**config.mk**
```make
export PLATFORM = sky130hd
export DESIGN_NAME = spi_flash_seq_flat
export DESIGN_NICKNAME = d
export VERILOG_FILES = /design/src/rtl/spi_flash_seq_if.sv /design/src/rtl/spi_flash_seq.sv /design/src/flat_wrapper.sv
export SDC_FILE = /design/constraint.sdc
export NUM_CORES = 1
export LEC_CHECK = 0
export BUFFER_PORTS_ARGS = -buffer_cell sky130_fd_sc_hd__buf_4
export CORE_MARGIN = 1.5
export CORE_UTILIZATION = 45
export CTS_BUF_LIST = sky130_fd_sc_hd__clkbuf_8
export DETAILED_ROUTE_END_ITERATION = 10
export PLACE_DENSITY = 0.71
export SYNTH_ARGS = -nofsm -noshare
export SYNTH_HDL_FRONTEND = slang
export SYNTH_SLANG_ARGS = --single-unit
```
**constraint.sdc**
```tcl
create_clock -name clk -period 8.7 [get_ports clk]
set_input_delay 1.305 -clock clk [delete_from_list [all_inputs] [get_ports clk]]
set_output_delay 1.305 -clock clk [all_outputs]
set_load 0.05 [all_outputs]
```
**src/rtl/spi_flash_seq_if.sv**
```systemverilog
// spi_flash_seq_if: byte-request bus between the test sequencer and flash_ctrl
interface spi_flash_seq_if #(parameter int ADDR_W = 24, parameter int DATA_W = 8);
  logic rd_req, pp_req, se_req, flash_ack;
  logic [ADDR_W-1:0] flash_addr;
  logic [DATA_W-1:0] wdata, rdata;
  modport master(output rd_req, pp_req, se_req, flash_addr, wdata, input flash_ack, rdata);
  modport slave(input rd_req, pp_req, se_req, flash_addr, wdata, output flash_ack, rdata);
endinterface

```
**src/rtl/spi_flash_seq.sv**
```systemverilog
// spi_flash_seq: erase/program/verify burst sequencer driving flash_ctrl byte requests
module spi_flash_seq #(
  parameter int ADDR_W = 24,
  parameter int DATA_W = 8,
  parameter int BURST_LEN = 16,
  parameter logic [ADDR_W-1:0] BASE_ADDR = '0,
  parameter int ERR_W = 8,
  parameter int ACK_TIMEOUT = 1000000
)(
  input  logic clk,
  input  logic reset_n,
  input  logic start,
  input  logic [1:0] op,
  input  logic [1:0] mode,
  input  logic [DATA_W-1:0] seed,
  spi_flash_seq_if.master fl,
  output logic busy,
  output logic done,
  output logic pass,
  output logic timeout,
  output logic [ERR_W-1:0] err_cnt,
  output logic [ADDR_W-1:0] first_err_addr,
  output logic [DATA_W-1:0] last_rdata
);
  typedef enum logic [2:0] {IDLE, SE_REQ, PP_REQ, RD_REQ, GAP, DONE} state_t;
  localparam int TW = $clog2(ACK_TIMEOUT + 1);
  state_t st, prv, nxt_st;
  logic [1:0] op_q, mode_q;
  logic [DATA_W-1:0] seed_q, cur_pat, nxt_pat;
  logic [15:0] idx, nxt_i;
  logic [TW-1:0] cnt;
  logic last, mis;
  function automatic logic [ADDR_W-1:0] addr_of(input logic [15:0] i);
    return BASE_ADDR + ADDR_W'(i);
  endfunction
  function automatic logic [DATA_W-1:0] pat(input logic [1:0] m, input logic [DATA_W-1:0] s, input logic [15:0] i);
    return m == 2'd0 ? s + DATA_W'(i) :
           m == 2'd1 ? s :
           m == 2'd2 ? DATA_W'(addr_of(i)) :
           DATA_W'(({s, s} << (int'(i) % DATA_W)) >> DATA_W);
  endfunction
  always_comb begin
    last = idx == 16'(BURST_LEN - 1);
    nxt_i = (prv == SE_REQ || last) ? '0 : idx + 16'd1;
    nxt_st = prv == SE_REQ ? PP_REQ : prv == PP_REQ ? (last ? RD_REQ : PP_REQ) : (last ? DONE : RD_REQ);
    cur_pat = pat(mode_q, seed_q, idx);
    nxt_pat = pat(mode_q, seed_q, nxt_i);
    mis = st == RD_REQ && op_q != 2'd2 && fl.rdata != cur_pat;
  end
  always_ff @(posedge clk or negedge reset_n)
    if (!reset_n) begin
      st <= IDLE;
      prv <= IDLE;
      op_q <= '0;
      mode_q <= '0;
      seed_q <= '0;
      idx <= '0;
      cnt <= '0;
      fl.rd_req <= 1'b0;
      fl.pp_req <= 1'b0;
      fl.se_req <= 1'b0;
      fl.flash_addr <= BASE_ADDR;
      fl.wdata <= '0;
      busy <= 1'b0;
      done <= 1'b0;
      pass <= 1'b0;
      timeout <= 1'b0;
      err_cnt <= '0;
      first_err_addr <= '0;
      last_rdata <= DATA_W'(8'h11);
    end else begin
      done <= 1'b0;
      case (st)
        IDLE: if (start) begin
          op_q <= op;
          mode_q <= mode;
          seed_q <= seed;
          idx <= '0;
          cnt <= '0;
          err_cnt <= '0;
          timeout <= 1'b0;
          first_err_addr <= '0;
          busy <= 1'b1;
          fl.flash_addr <= BASE_ADDR;
          st <= (op == 2'd1 || op == 2'd2) ? RD_REQ : SE_REQ;
          fl.rd_req <= op == 2'd1 || op == 2'd2;
          fl.se_req <= op == 2'd0 || op == 2'd3;
        end
        SE_REQ, PP_REQ, RD_REQ: if (fl.flash_ack) begin
          fl.rd_req <= 1'b0;
          fl.pp_req <= 1'b0;
          fl.se_req <= 1'b0;
          prv <= st;
          st <= GAP;
          if (st == RD_REQ) last_rdata <= fl.rdata;
          if (mis && err_cnt == '0) first_err_addr <= fl.flash_addr;
          if (mis && ~&err_cnt) err_cnt <= err_cnt + 1'b1;
        end else if (cnt == TW'(ACK_TIMEOUT - 1)) begin
          fl.rd_req <= 1'b0;
          fl.pp_req <= 1'b0;
          fl.se_req <= 1'b0;
          timeout <= 1'b1;
          pass <= 1'b0;
          done <= 1'b1;
          st <= DONE;
        end else cnt <= cnt + 1'b1;
        GAP: begin
          st <= nxt_st;
          idx <= nxt_i;
          cnt <= '0;
          fl.flash_addr <= addr_of(nxt_i);
          fl.wdata <= nxt_pat;
          fl.pp_req <= nxt_st == PP_REQ;
          fl.rd_req <= nxt_st == RD_REQ;
          if (nxt_st == DONE) begin
            done <= 1'b1;
            pass <= err_cnt == '0 && !timeout;
          end
        end
        default: begin
          busy <= 1'b0;
          st <= IDLE;
        end
      endcase
    end
endmodule

```
**src/flat_wrapper.sv**
```systemverilog
// flat-port wrapper written by rule: the top's interface ports become plain ports
module spi_flash_seq_flat 
#(
  parameter int ADDR_W = 24,
  parameter int DATA_W = 8,
  parameter int BURST_LEN = 16,
  parameter logic [ADDR_W-1:0] BASE_ADDR = '0,
  parameter int ERR_W = 8,
  parameter int ACK_TIMEOUT = 1000000
)
  (clk, reset_n, start, op, mode, seed, busy, done, pass, timeout, err_cnt, first_err_addr, last_rdata, fl_rd_req, fl_pp_req, fl_se_req, fl_flash_addr, fl_wdata, fl_flash_ack, fl_rdata);
  spi_flash_seq_if #(.ADDR_W(ADDR_W), .DATA_W(DATA_W)) fl_i ();
  input  logic clk;
  input  logic reset_n;
  input  logic start;
  input  logic [1:0] op;
  input  logic [1:0] mode;
  input  logic [DATA_W-1:0] seed;
  output logic busy;
  output logic done;
  output logic pass;
  output logic timeout;
  output logic [ERR_W-1:0] err_cnt;
  output logic [ADDR_W-1:0] first_err_addr;
  output logic [DATA_W-1:0] last_rdata;
  output wire logic [$bits(fl_i.rd_req)-1:0] fl_rd_req;
  output wire logic [$bits(fl_i.pp_req)-1:0] fl_pp_req;
  output wire logic [$bits(fl_i.se_req)-1:0] fl_se_req;
  output wire logic [$bits(fl_i.flash_addr)-1:0] fl_flash_addr;
  output wire logic [$bits(fl_i.wdata)-1:0] fl_wdata;
  input wire logic [$bits(fl_i.flash_ack)-1:0] fl_flash_ack;
  input wire logic [$bits(fl_i.rdata)-1:0] fl_rdata;
  assign fl_rd_req = fl_i.rd_req;
  assign fl_pp_req = fl_i.pp_req;
  assign fl_se_req = fl_i.se_req;
  assign fl_flash_addr = fl_i.flash_addr;
  assign fl_wdata = fl_i.wdata;
  assign fl_i.flash_ack = fl_flash_ack;
  assign fl_i.rdata = fl_rdata;
  spi_flash_seq #(.ADDR_W(ADDR_W), .DATA_W(DATA_W), .BURST_LEN(BURST_LEN), .BASE_ADDR(BASE_ADDR), .ERR_W(ERR_W), .ACK_TIMEOUT(ACK_TIMEOUT)) u_core (.clk(clk), .reset_n(reset_n), .start(start), .op(op), .mode(mode), .seed(seed), .fl(fl_i), .busy(busy), .done(done), .pass(pass), .timeout(timeout), .err_cnt(err_cnt), .first_err_addr(first_err_addr), .last_rdata(last_rdata));
endmodule
```
==> results.py <==
metrics = {
    "outcome": {
        "status": "finished clean",
    },
    "sta": {
        "setup_ws_ps": 4210,
        "rsz0062_at_grt": "no",
        "slew_viol_final": 0,
        "relSlewSlack_pct": 35.6,
        "holdWs_ps": 491,
        "layout_min_cycle_time_ps": 4490,
        "setup_viol": 0,
        "worst_pin_slew_ps": 966,
        "fin_setup_tns_ps": 0,
        "hold_viol_final": 0,
        "max_freq_mhz": 223,
        "clock_skew_ps": 14.8,
        "period_share_pct": 51.6,
    },
    "synthesis": {
        "synth_area_um2": 6690,
        "syn_area_per_cell_um2": 9.25,
        "synth-seq-cells": 101,
        "synthArstFlopShare_pct": 100,
        "synth-seq-area-share_pct": 37.8,
        "synth_flop_cell": "dfrtp_1",
        "ys_warn_count": 0,
        "synth.distinct_cells": 67,
        "syn-instance-count": 723,
        "synth_edf_count": 0,
    },
    "floorplanning": {
        "initial_utilization_pct": 46.0,
        "core_um2": 14500,
        "dieArea_um2": 15600,
        "die_h_um": 125,
        "rows": 44,
        "die_x_um": 125,
        "io_pins": 103,
    },
    "finish": {
        "diodes": 0,
        "layout.nets": 824,
        "syn_to_final_growth_pct": 12.2,
        "fillers": 1358,
        "final_cell_mix": "102 x nand2_1, 99 x dfrtp_1, 92 x buf_4, 61 x o21ai_0, 47 x nor2_1",
        "layout_commonest_cell": "nand2_1",
        "final_area_um2": 7500,
        "drive_gt1_share_pct": 19.7,
    },
    "route": {
        "vias": 5485,
        "wirelength_mm": 16.3,
        "drt-wirelength-per-cell_um": 16.8,
        "firstDrtPassIters": 4,
        "ant_nets": 0,
        "drc": 0,
        "drtIter0Drc": 551,
        "avgViaCountPerCell": 5.66,
    },
    "placed_design": {
        "io_buffers": 86,
        "place_congestion": 0.870,
        "dpl.hpwl_mm": 11.4,
        "dpl_cell_area_um2": 7320,
        "post-place-ws_ps": 4220,
    },
    "setup_path": {
        "crit_start": "u_core.fl.flash_addr[0]",
        "cp.required_ps": 9000,
        "crit_path_end_kind": "flip-flop",
        "r2r_slack_ps": 4210,
        "crit_arrival_ps": 4790,
        "crit_type": "flip-flop to flip-flop",
        "ff2ff_path_depth": 15,
        "r2r-start": "u_core.fl.flash_addr[0]",
        "rr_endpoint": "u_core.fl.wdata[7]",
        "cp_max_fo": 22,
        "cp-endpoint": "u_core.fl.wdata[7]",
        "start_kind": "flip-flop",
    },
    "cts": {
        "clk_path_buf_depth": 2,
        "tritoncts.num_buffers": 9,
        "cts_tree": "built",
        "tritoncts_num_sinks": 101,
        "cts_hold_buf": 0,
        "cts_repair_resize_count": 0,
        "clk_pin_slew_worst_paths_ps": 110,
        "htreeDepth": 3,
        "post-cts-setup-buffer-count": 0,
        "clock_latency_ps": 400,
        "clockRootBuffer": "clkbuf_8",
    },
    "power_and_ir_drop": {
        "power_frac_comb_pct": 57.2,
        "switchingPower_w": 0.00121,
        "ir_drop_v": 0.000133,
        "seqPwrFrac_pct": 31.1,
        "swShare_pct": 48.9,
        "fin_total_pwr_w": 0.00247,
        "p_leak_nw": 3.37,
        "p_int_w": 0.00126,
        "clock_power_share_pct": 11.6,
        "p_per_area_nw_per_um2": 330,
    },
    "run": {
        "maxCapViolations": 0,
    },
    "global_routing": {
        "grt_max_degree": 63,
        "grt_pass1_wl_mm": 27.3,
        "grt_util_all_layers_pct": 21.6,
        "overflow": 0,
        "grt_pass1_vias": 5236,
        "antenna_found_initial": 0,
    },
    "min_path": {
        "min_path_type": "flip-flop to flip-flop",
    },
}
[metal layers]
metal	part of all wire (%)	up-vias	GRT usage, %	routed length [µm]
li1	-	2655	-	-
met1	45	2692	28.3	7300
met2	49	121	36.0	8040
met3	4.3	17	4.55	706
met4	1.5	0	6.35	242
met5	0	-	0	0
[kinds of logic after synthesis]
logic type,after synthesis,synth area share [%]
buffers and inverters,76,5.90
other,1,0.0561
muxes,81,14.9
and+or+nand+nor,253,18.6
DFF,101,37.8
adders and majority gates,20,3.97
AOI/OAI and AO/OA,150,13.4
xor gates and xnor gates,41,5.37
[stage by stage]
stage	utilization [%]	std cells
final	51.6	969
after global routing	51.6	969
after CTS	51.6	969
after detailed placement	50.4	953
after global placement	50.4	953
after floorplan	-	738
[power groups by stage]
| stage | sequential, W | clock (W) | combinational (W) |
|---|---|---|---|
| 4_1_cts | 0.000766 | 0.000298 | 0.00141 |
| 3_5_place_dp | 0.000775 | 0 | 0.00141 |
| 5_1_grt | 0.000791 | 0.000317 | 0.00156 |
| 2_1_floorplan | 0.000843 | 0 | 0.00101 |
| 3_3_place_gp | 0.000774 | 0 | 0.00139 |
| 6_report | 0.000769 | 0.000288 | 0.00142 |
[worst min-delay path by stage]
stage | slack, ps | startpoint | end | cells past startpoint
2_1_floorplan | 480 | u_core.op_q[0] | u_core.op_q[0] | 1
3_3_place_gp | 470 | u_core.fl.wdata[2] | u_core.fl.wdata[2] | 2
3_5_place_dp | 480 | u_core.last_rdata[4] | u_core.last_rdata[4] | 2
4_1_cts | 500 | u_core.last_rdata[4] | u_core.last_rdata[4] | 2
5_1_grt | 540 | u_core.last_rdata[7] | u_core.last_rdata[7] | 1
6_report | 490 | u_core.last_rdata[4] | u_core.last_rdata[4] | 2
[sequential cells by signal, indices dropped and copies added (netlist names)]
signal	flops
u_core.err_cnt	8
u_core.timeout	1
u_core.fl.pp_req	1
u_core.fl.wdata	8
u_core.last_rdata	8
u_core.prv	3
u_core.st	3
u_core.op_q	2
u_core.mode_q	2
u_core.seed_q	8
u_core.busy	1
u_core.pass	1
u_core.fl.se_req	1
u_core.fl.rd_req	1
u_core.first_err_addr	16
u_core.done	1
u_core.fl.flash_addr	16
u_core.cnt	20
[cell type report]
class	instances	area [µm²]	share of cell area, %
multi-input cells	561	3820	50.9
well taps	184	230	3.07
repair buffers	92	691	9.21
clock buffers	9	124	1.65
clock inverters	7	50.0	0.667
inverters	15	56.3	0.751
flip-flops and latches	101	2530	33.7
[synth_stat cells, types with 3 or more instances]
| cell type | number | area [µm²] |
|---|---|---|
| a211oi_1 | 3 | 22.5 |
| a21o_1 | 8 | 60.1 |
| a21oi_1 | 31 | 155 |
| a221oi_1 | 3 | 26.3 |
| a22oi_1 | 3 | 22.5 |
| a31oi_1 | 13 | 81.3 |
| and2_1 | 3 | 18.8 |
| and3_1 | 17 | 106 |
| and4_1 | 3 | 26.3 |
| buf_2 | 8 | 40.0 |
| buf_4 | 16 | 120 |
| buf_6 | 3 | 33.8 |
| clkbuf_1 | 31 | 116 |
| dfrtp_1 | 99 | 2480 |
| ha_1 | 18 | 225 |
| inv_1 | 14 | 52.6 |
| mux2_2 | 23 | 259 |
| mux2i_1 | 46 | 460 |
| mux4_2 | 11 | 248 |
| nand2_1 | 102 | 383 |
| nand2b_1 | 7 | 43.8 |
| nand3_1 | 13 | 65.1 |
| nand3b_1 | 3 | 22.5 |
| nand4_1 | 10 | 62.6 |
| nor2_1 | 47 | 176 |
| nor2b_1 | 3 | 18.8 |
| nor3_1 | 9 | 45.0 |
| nor4_1 | 5 | 31.3 |
| o21ai_0 | 61 | 305 |
| o22a_1 | 3 | 26.3 |
| o22ai_1 | 3 | 18.8 |
| o31ai_1 | 6 | 45.0 |
| or2_2 | 4 | 25.0 |
| or3_1 | 12 | 75.1 |
| xnor2_1 | 14 | 123 |
| xor2_1 | 27 | 236 |
[critical path, stage by stage (launching register included)]
cell and delay (ps):
dfrtp_1 1000, ha_1 370, and3_1 320, and4_1 290
or3_1 450, inv_1 180, ha_1 310, a21o_1 170
a21oi_1 210, o21bai_1 90, a21oi_1 220, o21a_1 220
nand3b_1 90, o21ai_0 90, a31oi_1 100, a32o_1 280
No activity file was read; power rests on OpenSTA's default activity.
